## src/rtl/seg7_pkg.sv

```systemverilog
// rtl/seg7_pkg.sv - segment patterns, BCD decode and conversion FSM encoding
package seg7_pkg;

  localparam logic [6:0] SEG_0     = 7'b0111111;
  localparam logic [6:0] SEG_1     = 7'b0000110;
  localparam logic [6:0] SEG_2     = 7'b1011011;
  localparam logic [6:0] SEG_3     = 7'b1001111;
  localparam logic [6:0] SEG_4     = 7'b1100110;
  localparam logic [6:0] SEG_5     = 7'b1101101;
  localparam logic [6:0] SEG_6     = 7'b1111101;
  localparam logic [6:0] SEG_7     = 7'b0000111;
  localparam logic [6:0] SEG_8     = 7'b1111111;
  localparam logic [6:0] SEG_9     = 7'b1101111;
  localparam logic [6:0] SEG_BLANK = 7'b0000000;
  localparam logic [6:0] SEG_DASH  = 7'b1000000;

  typedef enum logic [1:0] {
    IDLE   = 2'd0,
    CONV   = 2'd1,
    COMMIT = 2'd2
  } conv_state_e;

  function automatic logic [6:0] bcd_to_seg(input logic [3:0] d);
    case (d)
      4'd0:    bcd_to_seg = SEG_0;
      4'd1:    bcd_to_seg = SEG_1;
      4'd2:    bcd_to_seg = SEG_2;
      4'd3:    bcd_to_seg = SEG_3;
      4'd4:    bcd_to_seg = SEG_4;
      4'd5:    bcd_to_seg = SEG_5;
      4'd6:    bcd_to_seg = SEG_6;
      4'd7:    bcd_to_seg = SEG_7;
      4'd8:    bcd_to_seg = SEG_8;
      4'd9:    bcd_to_seg = SEG_9;
      default: bcd_to_seg = SEG_BLANK;
    endcase
  endfunction

  // Largest value representable in n decimal digits (10^n - 1).
  function automatic logic [31:0] max_decimal(input int n);
    logic [31:0] p;
    p = 32'd1;
    for (int i = 0; i < n; i++) p = p * 32'd10;
    return p - 32'd1;
  endfunction

endpackage

```

## src/rtl/seg7_scan_display_bin2bcd.sv

```systemverilog
// rtl/seg7_scan_display_bin2bcd.sv - sequential double-dabble, one bit per cycle
module bin2bcd_seq #(
  parameter int VAL_W      = 14,
  parameter int NUM_DIGITS = 4
) (
  input  logic                    clk,
  input  logic                    rst_n,
  input  logic                    start,
  input  logic [VAL_W-1:0]        bin,
  output logic                    done,
  output logic [4*NUM_DIGITS-1:0] bcd
);

  localparam int BW = 4 * NUM_DIGITS;
  localparam int CW = $clog2(VAL_W + 1);

  logic [VAL_W-1:0] sh_q, sh_d;
  logic [BW-1:0]    bcd_q, bcd_d, adj;
  logic [CW-1:0]    cnt_q, cnt_d;

  always_comb begin
    adj = bcd_q;
    for (int i = 0; i < NUM_DIGITS; i++) begin
      if (bcd_q[4*i +: 4] >= 4'd5) adj[4*i +: 4] = bcd_q[4*i +: 4] + 4'd3;
    end
    sh_d  = sh_q;
    bcd_d = bcd_q;
    cnt_d = cnt_q;
    if (start) begin
      sh_d  = bin;
      bcd_d = '0;
      cnt_d = CW'(VAL_W);
    end else if (cnt_q != '0) begin
      // Carries out of the top nibble are dropped; the top flags overflow separately.
      bcd_d = {adj[BW-2:0], sh_q[VAL_W-1]};
      sh_d  = sh_q << 1;
      cnt_d = cnt_q - CW'(1);
    end
  end

  always_ff @(posedge clk) begin
    if (!rst_n) begin
      sh_q  <= '0;
      bcd_q <= '0;
      cnt_q <= '0;
    end else begin
      sh_q  <= sh_d;
      bcd_q <= bcd_d;
      cnt_q <= cnt_d;
    end
  end

  assign done = (cnt_q == CW'(1));
  assign bcd  = bcd_q;

endmodule

```

## src/rtl/seg7_scan_display.sv

```systemverilog
// rtl/seg7_scan_display.sv - load/busy BCD conversion and multiplexed N-digit 7-seg scan
module seg7_scan_display
  import seg7_pkg::*;
#(
  parameter int NUM_DIGITS   = 4,
  parameter int VAL_W        = 14,
  parameter int SCAN_DIV     = 50000,
  parameter int BLINK_FRAMES = 64
) (
  input  logic                  clk,
  input  logic                  rst_n,
  input  logic                  load,
  input  logic [VAL_W-1:0]      value,
  input  logic                  blank_lz,
  input  logic [NUM_DIGITS-1:0] blink_en,
  output logic                  busy,
  output logic                  overflow,
  output logic [6:0]            seg,
  output logic [NUM_DIGITS-1:0] dig_sel
);

  localparam int IW = (NUM_DIGITS > 1) ? $clog2(NUM_DIGITS) : 1;
  localparam int PW = $clog2(SCAN_DIV);
  localparam int FW = (BLINK_FRAMES > 1) ? $clog2(BLINK_FRAMES) : 1;
  localparam logic [31:0] MAX_VAL = max_decimal(NUM_DIGITS);

  conv_state_e             state_q, state_d;
  logic                    busy_q, busy_d;
  logic                    ovf_pend_q, ovf_pend_d;
  logic                    overflow_q, overflow_d;
  logic [4*NUM_DIGITS-1:0] digits_q, digits_d;
  logic [PW-1:0]           presc_q, presc_d;
  logic [IW-1:0]           idx_q, idx_d;
  logic [FW-1:0]           frame_q, frame_d;
  logic                    blink_on_q, blink_on_d;
  logic [6:0]              seg_q, seg_d;
  logic [NUM_DIGITS-1:0]   dig_sel_q, dig_sel_d;

  logic                    conv_start, conv_done;
  logic [4*NUM_DIGITS-1:0] conv_bcd;
  logic [NUM_DIGITS-1:0]   lz_mask;
  logic                    lz_run;
  logic [6:0]              pat;

  assign conv_start = (state_q == IDLE) && load;

  bin2bcd_seq #(
    .VAL_W      (VAL_W),
    .NUM_DIGITS (NUM_DIGITS)
  ) u_bin2bcd (
    .clk   (clk),
    .rst_n (rst_n),
    .start (conv_start),
    .bin   (value),
    .done  (conv_done),
    .bcd   (conv_bcd)
  );

  always_comb begin
    state_d    = state_q;
    ovf_pend_d = ovf_pend_q;
    overflow_d = overflow_q;
    digits_d   = digits_q;
    case (state_q)
      IDLE: if (load) begin
        state_d    = CONV;
        ovf_pend_d = 32'(value) > MAX_VAL;
      end
      CONV:   if (conv_done) state_d = COMMIT;
      COMMIT: begin
        state_d    = IDLE;
        digits_d   = conv_bcd;
        overflow_d = ovf_pend_q;
      end
      default: state_d = IDLE;
    endcase
    busy_d = (state_d != IDLE);
  end

  // A digit is a leading zero when it and every digit above it are zero; digit 0 never is.
  always_comb begin
    lz_mask = '0;
    lz_run  = 1'b1;
    for (int i = NUM_DIGITS - 1; i >= 0; i--) begin
      lz_run     = lz_run && (digits_q[4*i +: 4] == 4'd0);
      lz_mask[i] = lz_run;
    end
    lz_mask[0] = 1'b0;
  end

  always_comb begin
    presc_d    = presc_q + PW'(1);
    idx_d      = idx_q;
    frame_d    = frame_q;
    blink_on_d = blink_on_q;
    seg_d      = seg_q;
    dig_sel_d  = dig_sel_q;
    pat        = SEG_BLANK;
    if (presc_q == PW'(SCAN_DIV - 1)) begin
      presc_d = '0;
      if (idx_q == IW'(NUM_DIGITS - 1)) begin
        idx_d = '0;
        if (frame_q == FW'(BLINK_FRAMES - 1)) begin
          frame_d    = '0;
          blink_on_d = !blink_on_q;
        end else begin
          frame_d = frame_q + FW'(1);
        end
      end else begin
        idx_d = idx_q + IW'(1);
      end
      if (overflow_q)                       pat = SEG_DASH;
      else if (blank_lz && lz_mask[idx_d])  pat = SEG_BLANK;
      else                                  pat = bcd_to_seg(digits_q[4*idx_d +: 4]);
      if (blink_en[idx_d] && !blink_on_d)   pat = SEG_BLANK;
      seg_d     = pat;
      dig_sel_d = NUM_DIGITS'(1) << idx_d;
    end
  end

  always_ff @(posedge clk) begin
    if (!rst_n) begin
      state_q    <= IDLE;
      busy_q     <= 1'b0;
      ovf_pend_q <= 1'b0;
      overflow_q <= 1'b0;
      digits_q   <= '0;
      presc_q    <= '0;
      idx_q      <= '0;
      frame_q    <= '0;
      blink_on_q <= 1'b1;
      seg_q      <= SEG_0;
      dig_sel_q  <= NUM_DIGITS'(1);
    end else begin
      state_q    <= state_d;
      busy_q     <= busy_d;
      ovf_pend_q <= ovf_pend_d;
      overflow_q <= overflow_d;
      digits_q   <= digits_d;
      presc_q    <= presc_d;
      idx_q      <= idx_d;
      frame_q    <= frame_d;
      blink_on_q <= blink_on_d;
      seg_q      <= seg_d;
      dig_sel_q  <= dig_sel_d;
    end
  end

  assign busy     = busy_q;
  assign overflow = overflow_q;
  assign seg      = seg_q;
  assign dig_sel  = dig_sel_q;

endmodule

```

## config.mk

```make
export PLATFORM = sky130hd
export DESIGN_NAME = seg7_scan_display
export DESIGN_NICKNAME = d
export VERILOG_FILES = /design/src/rtl/seg7_pkg.sv /design/src/rtl/seg7_scan_display_bin2bcd.sv /design/src/rtl/seg7_scan_display.sv
export SDC_FILE = /design/constraint.sdc
export NUM_CORES = 1
export LEC_CHECK = 0
export CORE_MARGIN = 4
export CORE_UTILIZATION = 30
export DETAILED_ROUTE_END_ITERATION = 8
export MAX_ROUTING_LAYER = met4
export PLACE_DENSITY = 0.56
export SLEW_MARGIN = 20
export SYNTH_ARGS = -nofsm -noshare
export SYNTH_HDL_FRONTEND = slang
export SYNTH_SLANG_ARGS = --single-unit
```

## constraint.sdc

```tcl
create_clock -name clk -period 2.4 [get_ports clk]
set_input_delay 0.48 -clock clk [delete_from_list [all_inputs] [get_ports clk]]
set_output_delay 0.48 -clock clk [all_outputs]
set_load 0.05 [all_outputs]
```

### Yosys cells after proc, flatten, opt, wreduce, memory -nomap -nowiden

Memories as Yosys holds them, arrays and structs flattened.
Index checks and enable logic that the tools add are counted.

* register bits: 91
* ROM bits: 112
* input bits: 22
* output and inout bits: 13
* word-level logic and storage cells: 81
* memories kept: 1

* add/sub/neg operators: 8
* order comparisons: 6
* equal/unequal tests: 6
* shifts and indexed selects: 2
* mux-type cells: 24
* bitwise gates (word level): 1
* reduce and logical (&&, ||, !) cells: 18

Memories
* (no name shown): words 16, bits a word 7, read ports 1, clocked after Yosys merged registers in 0, write ports 0, RTL line seg7_pkg.sv:24 `case (d)`

Operators with widths (count)
* two-way mux 14 bit: 2
* two-way mux 7 bit: 3
* two-way mux 4 bit: 5
* adder 16 x 1 -> 16 bit (second input constant): 1
* == test 16 bit (second input constant): 1
* >= comparator 4 x 3 -> 1 bit (second input constant): 4
* variable part select 16 x 5 -> 4 bit: 1
* > comparator 14 bit (second input constant): 1
* adder 4 x 2 -> 4 bit (second input constant): 3
* logical NOT 4 bit: 3
* two-way mux 2 bit: 4
* adder 6 x 1 -> 6 bit (second input constant): 1
* == test 6 bit (second input constant): 1
* two-way mux 6 bit: 1
* logical AND 1 bit: 5
* two-way mux 1 bit: 5
* binary-select mux 1 bit (select 2 bit): 2
* == test 2 bit (second input constant): 2
* == test 4 x 1 -> 1 bit (second input constant): 1
* one-hot mux 2 bit (2 select lines): 1
* AND reduction 2 bit: 2
* nonzero test 2 bit: 2
* nonzero test 4 bit: 1
* OR reduction 2 bit: 2
* other kinds (10): 11

### Depth between registers and ports, before layout

* depth after elaboration: 9
* depth in mapped cells: 11
* depth with buffers taken out: 9

### By module

A second synthesis with hierarchy kept.

* cells, all modules: 517
* area, all modules: 4438.0 um^2

By module, submodules not included
* seg7_scan_display: times used 1, cells each 312, area each 2757.6 um^2, seq. area each 1141.1 um^2
* bin2bcd_seq: times used 1, cells each 205, area each 1680.4 um^2, seq. area each 680.7 um^2

### Worst setup path before layout

Ideal clock, no wire load.

* path type: reg2reg
* start point: register idx_q[0]
* end point: register seg_q[4], in the netlist seg[4]
* library setup time: 0.106 ns
* arrival time: 2.470 ns
* data required time: 2.294 ns
* setup slack: -0.176 ns
* stages on the path, launching flop included: 12
* buffers on the path: 2
* clock period less this slack: 2.576 ns
* cell sequence: dfxtp_1 -> inv_1 -> ha_1 -> clkbuf_1 -> buf_1 -> mux2i_1 -> mux2_2 -> inv_1 -> ha_1 -> nor2_1 -> o31a_1 -> o311ai_0

* longest elaborated chain between the ends: 9
* elaborated cells between the ends (all ways): 18
* classes of those cells: 1 x add/sub; 1 x eq/ne; 1 x shift; 11 x mux; 3 x reduce/logical; 1 x memory

RTL lines
* start, declared: RTL line seg7_scan_display.sv:33 `logic [IW-1:0] idx_q, idx_d;`
* start signal, assigned: RTL line seg7_scan_display.sv:141 `idx_q <= idx_d;`
* parallel branches: the longest is 8 deep, another holds memory (16 x 7 bit)
* two-way mux 7 bit (*): RTL line seg7_scan_display.sv:115 `if (blink_en[idx_d] && !blink_on_d) pat = SEG_BLANK;`
* end signal, assigned: RTL line seg7_scan_display.sv:144 `seg_q <= seg_d;`
* end, declared: RTL line seg7_scan_display.sv:36 `logic [6:0] seg_q, seg_d;`

Every way passes the cells marked *. The select of a mux whose other input is x is not followed.
A chain may end at the register's enable or synchronous reset.

### Final worst setup path

* start point: register idx_q[1]
* end point: register seg_q[4], in the netlist seg[4]

The elaborated chain is that of the path after synthesis.

==> results_dict.tcl <==
set metrics [dict create \
    outcome "completed" \
    path_class "register to register" \
    core_um2 14000 \
    synth_ff_type "dfxtp_1" \
    grt_pass1_wl_um 16300 \
    initial_core_util_pct 31.0 \
    die_area_um2 16500 \
    cts_tree "done" \
    via_count 3656 \
    cp_data_arrival_time_ns 2.51 \
    ys_types 50 \
    final_cell_mix "120 x nand2_1, 90 x dfxtp_1, 43 x nor2_1, 37 x a21oi_1, 34 x clkdlybuf4s50_1" \
    peakVddDrop_uv 349 \
    clk_latency_ns 0.34 \
    finalSetupViolCount 0 \
    crit_slowest_cell "ha_2" \
    cts_buffer_depth 2 \
    grt_pass1_vias 3549 \
    crit_path_start_kind "register" \
    layout.cells.non_filler 749 \
    place_congestion 0.802 \
    max_slew_margin_pct 58.4 \
    area_growth_pct 21.5 \
    rr_startpoint "idx_q[1]$_SDFFE_PN0N_" \
    worst_slew_pin_slew_ns 0.624 \
    slew_violations 0 \
    clk_pin_slew_ns 0.06 \
    required_ns 2.63 \
    viasPerCell 4.88 \
    synth-seq-cells 91 \
    die_h_um 128 \
    htree_levels 3 \
    synth_async_sr_flop_share_pct 0 \
    portBuffers 34 \
    antenna_found_initial 0 \
    path_cells "inv_1 > ha_2 > buf_4 > mux2i_1 > mux2_4 > nor2_1 > o31a_1 > o311ai_0" \
    grt-ovfl-total 0 \
    dr.first_iter.drc_count 255 \
    cts_buffers 9 \
    synthCells 528 \
    cts_root_buf "clkbuf_16" \
    die_w_um 128 \
    synth_area_um2 4350 \
    syn_nets 569 \
    hp-class "register to register" \
    routedWlPerCell_um 12.7 \
    final_hold_viol_count 0 \
    grt_max_degree 34 \
    antenna_cells 0 \
    grt_use_met2_pct 18.9 \
    cap_violations 0 \
    fmax_mhz 439 \
    slowest_delay_ns 0.42 \
    drtAntennaViolNets 0 \
    critPathMaxFanout 9 \
    cts_sinks 91 \
    drtPass1Iterations 4 \
    num_rows 43 \
    synth-seq-area-share_pct 41.9 \
    fin_total_pwr_mw 3.43 \
    hp-start "dig_sel[1]$_SDFFE_PN0N_" \
    synth_edf_count 0 \
    fin_crit_ns 2.28 \
    endpoint_kind "register" \
    powerDensity_nw_per_um2 649 \
    rsz0062_at_grt "yes" \
    yosysWarnings 0 \
    dp_cells 735 \
    top_usage_layer "met2" \
    fillCellCount 1419 \
    gr-usage-met1_pct 15.3 \
    syn_area_per_cell_um2 8.24 \
    layout_commonest_cell "nand2_1" \
    leakagePower_nw 1.94 \
    nets 607 \
    post-route-drc-count 0 \
    dpl.hpwl_um 6830 \
    skew_ns 0.00552 \
    startpoint "idx_q[1]$_SDFFE_PN0N_" \
    use_met3_pct 3.82 \
    period_share_pct 94.9 \
    track_usage_pct 12.3 \
    drive_gt1_share_pct 8.44 \
    io_pins 35 \
    rrSetupSlack_ns 0.12 \
    wirelength_um 9510 \
]
## registers in the layout (all words and copies together), names as in the netlist
name             count
digits_q            16
presc_q             16
u_bin2bcd.bcd       16
u_bin2bcd.sh_q      14
seg                  7
frame_q              6
dig_sel              4
u_bin2bcd.cnt_q      4
idx_q                2
state_q              2
blink_on_q           1
busy                 1
overflow             1
ovf_pend_q           1
## cells by family (layout without fill, tap and decap cells)
kind of cell	after synthesis	after routing	share of synthesized area, %
XOR/XNOR	24	24	4.83
AND/OR/NAND/NOR	241	241	25.7
adder cells (fa/ha/maj)	19	19	5.46
AO/OA/AOI/OAI	94	94	13.9
multiplexers	16	16	4.31
flip-flops	91	91	41.9
buffers and inverters	43	84	3.91
## stage by stage
step | area [um2] | setup WS [ns] | TNS [ns] | utilization (%) | hold slack, ns
2_1_floorplan | 4360 | 0.0426 | 0 | - | 0.430
3_3_place_gp | 4960 | 0.179 | 0 | 35.3 | 0.447
3_5_place_dp | 4960 | 0.0105 | 0 | 35.3 | 0.450
4_1_cts | 5270 | 0.00940 | 0 | 37.5 | 0.463
5_1_grt | 5280 | -0.0158 | -0.0209 | 37.6 | 0.488
6_report | 5280 | 0.123 | 0 | 37.6 | 0.462
## power by group
part           switching (mW)  internal, mW  leakage (nW)
clock network           0.562         0.879         0.151
registers              0.0504          1.57         0.740
logic                   0.221         0.148          1.05
total                   0.833          2.59          1.94
## cell type report
class	instances	area [um2]	share of cell area, %
Timing Repair Buffer	51	480	9.09
Sequential cell	91	1820	34.5
Clock buffer	12	267	5.04
Clock inverter	2	35.0	0.663
Multi-Input combinational cell	394	2380	45.1
Tap cell	180	225	4.26
Inverter	19	71.3	1.35
## final timing paths
path | to | cells past startpoint
max reg2reg | seg[4]$_SDFFE_PN1N_ | 8
min | dig_sel[1]$_SDFFE_PN0N_ | 2
max | seg[4]$_SDFFE_PN1N_ | 8
min reg2reg | dig_sel[1]$_SDFFE_PN0N_ | 2
## synthesized netlist by cell type (12+ instances only)
master    count  area (um2)
a21oi_1      38         190
a311oi_1     12         105
clkbuf_1     20        75.1
dfxtp_1      91        1820
ha_1         19         238
inv_1        18        67.6
mux2i_1      12         120
nand2_1     120         450
nand3_1      22         110
nor2_1       43         161
xor2_1       13         114
## layer usage
metal | part of all wire [%] | up-vias
li1 | - | 1885
met1 | 49 | 1682
met2 | 45 | 77
met3 | 4.9 | 12
met4 | 1.6 | 0
met5 | 0 | -
## timing repair
action / CTS / global route
hold buffers: 0 / 0
endpoints found under the setup margin: 0 / 7
endpoints found under the hold margin: 0 / 0
buffers inserted: 0 / 0
gates resized for setup: 0 / 6
## critical path, delay by kind of cell (launching register included)
family	cells	cell delay (ns)
AND/OR/NAND/NOR	1	0.05
adder cells (fa/ha/maj)	1	0.42
AO/OA/AOI/OAI	2	0.51
flip-flops	1	0.39
multiplexers	2	0.50
buffers and inverters	2	0.31
No activity file was read; power rests on OpenSTA's default activity.
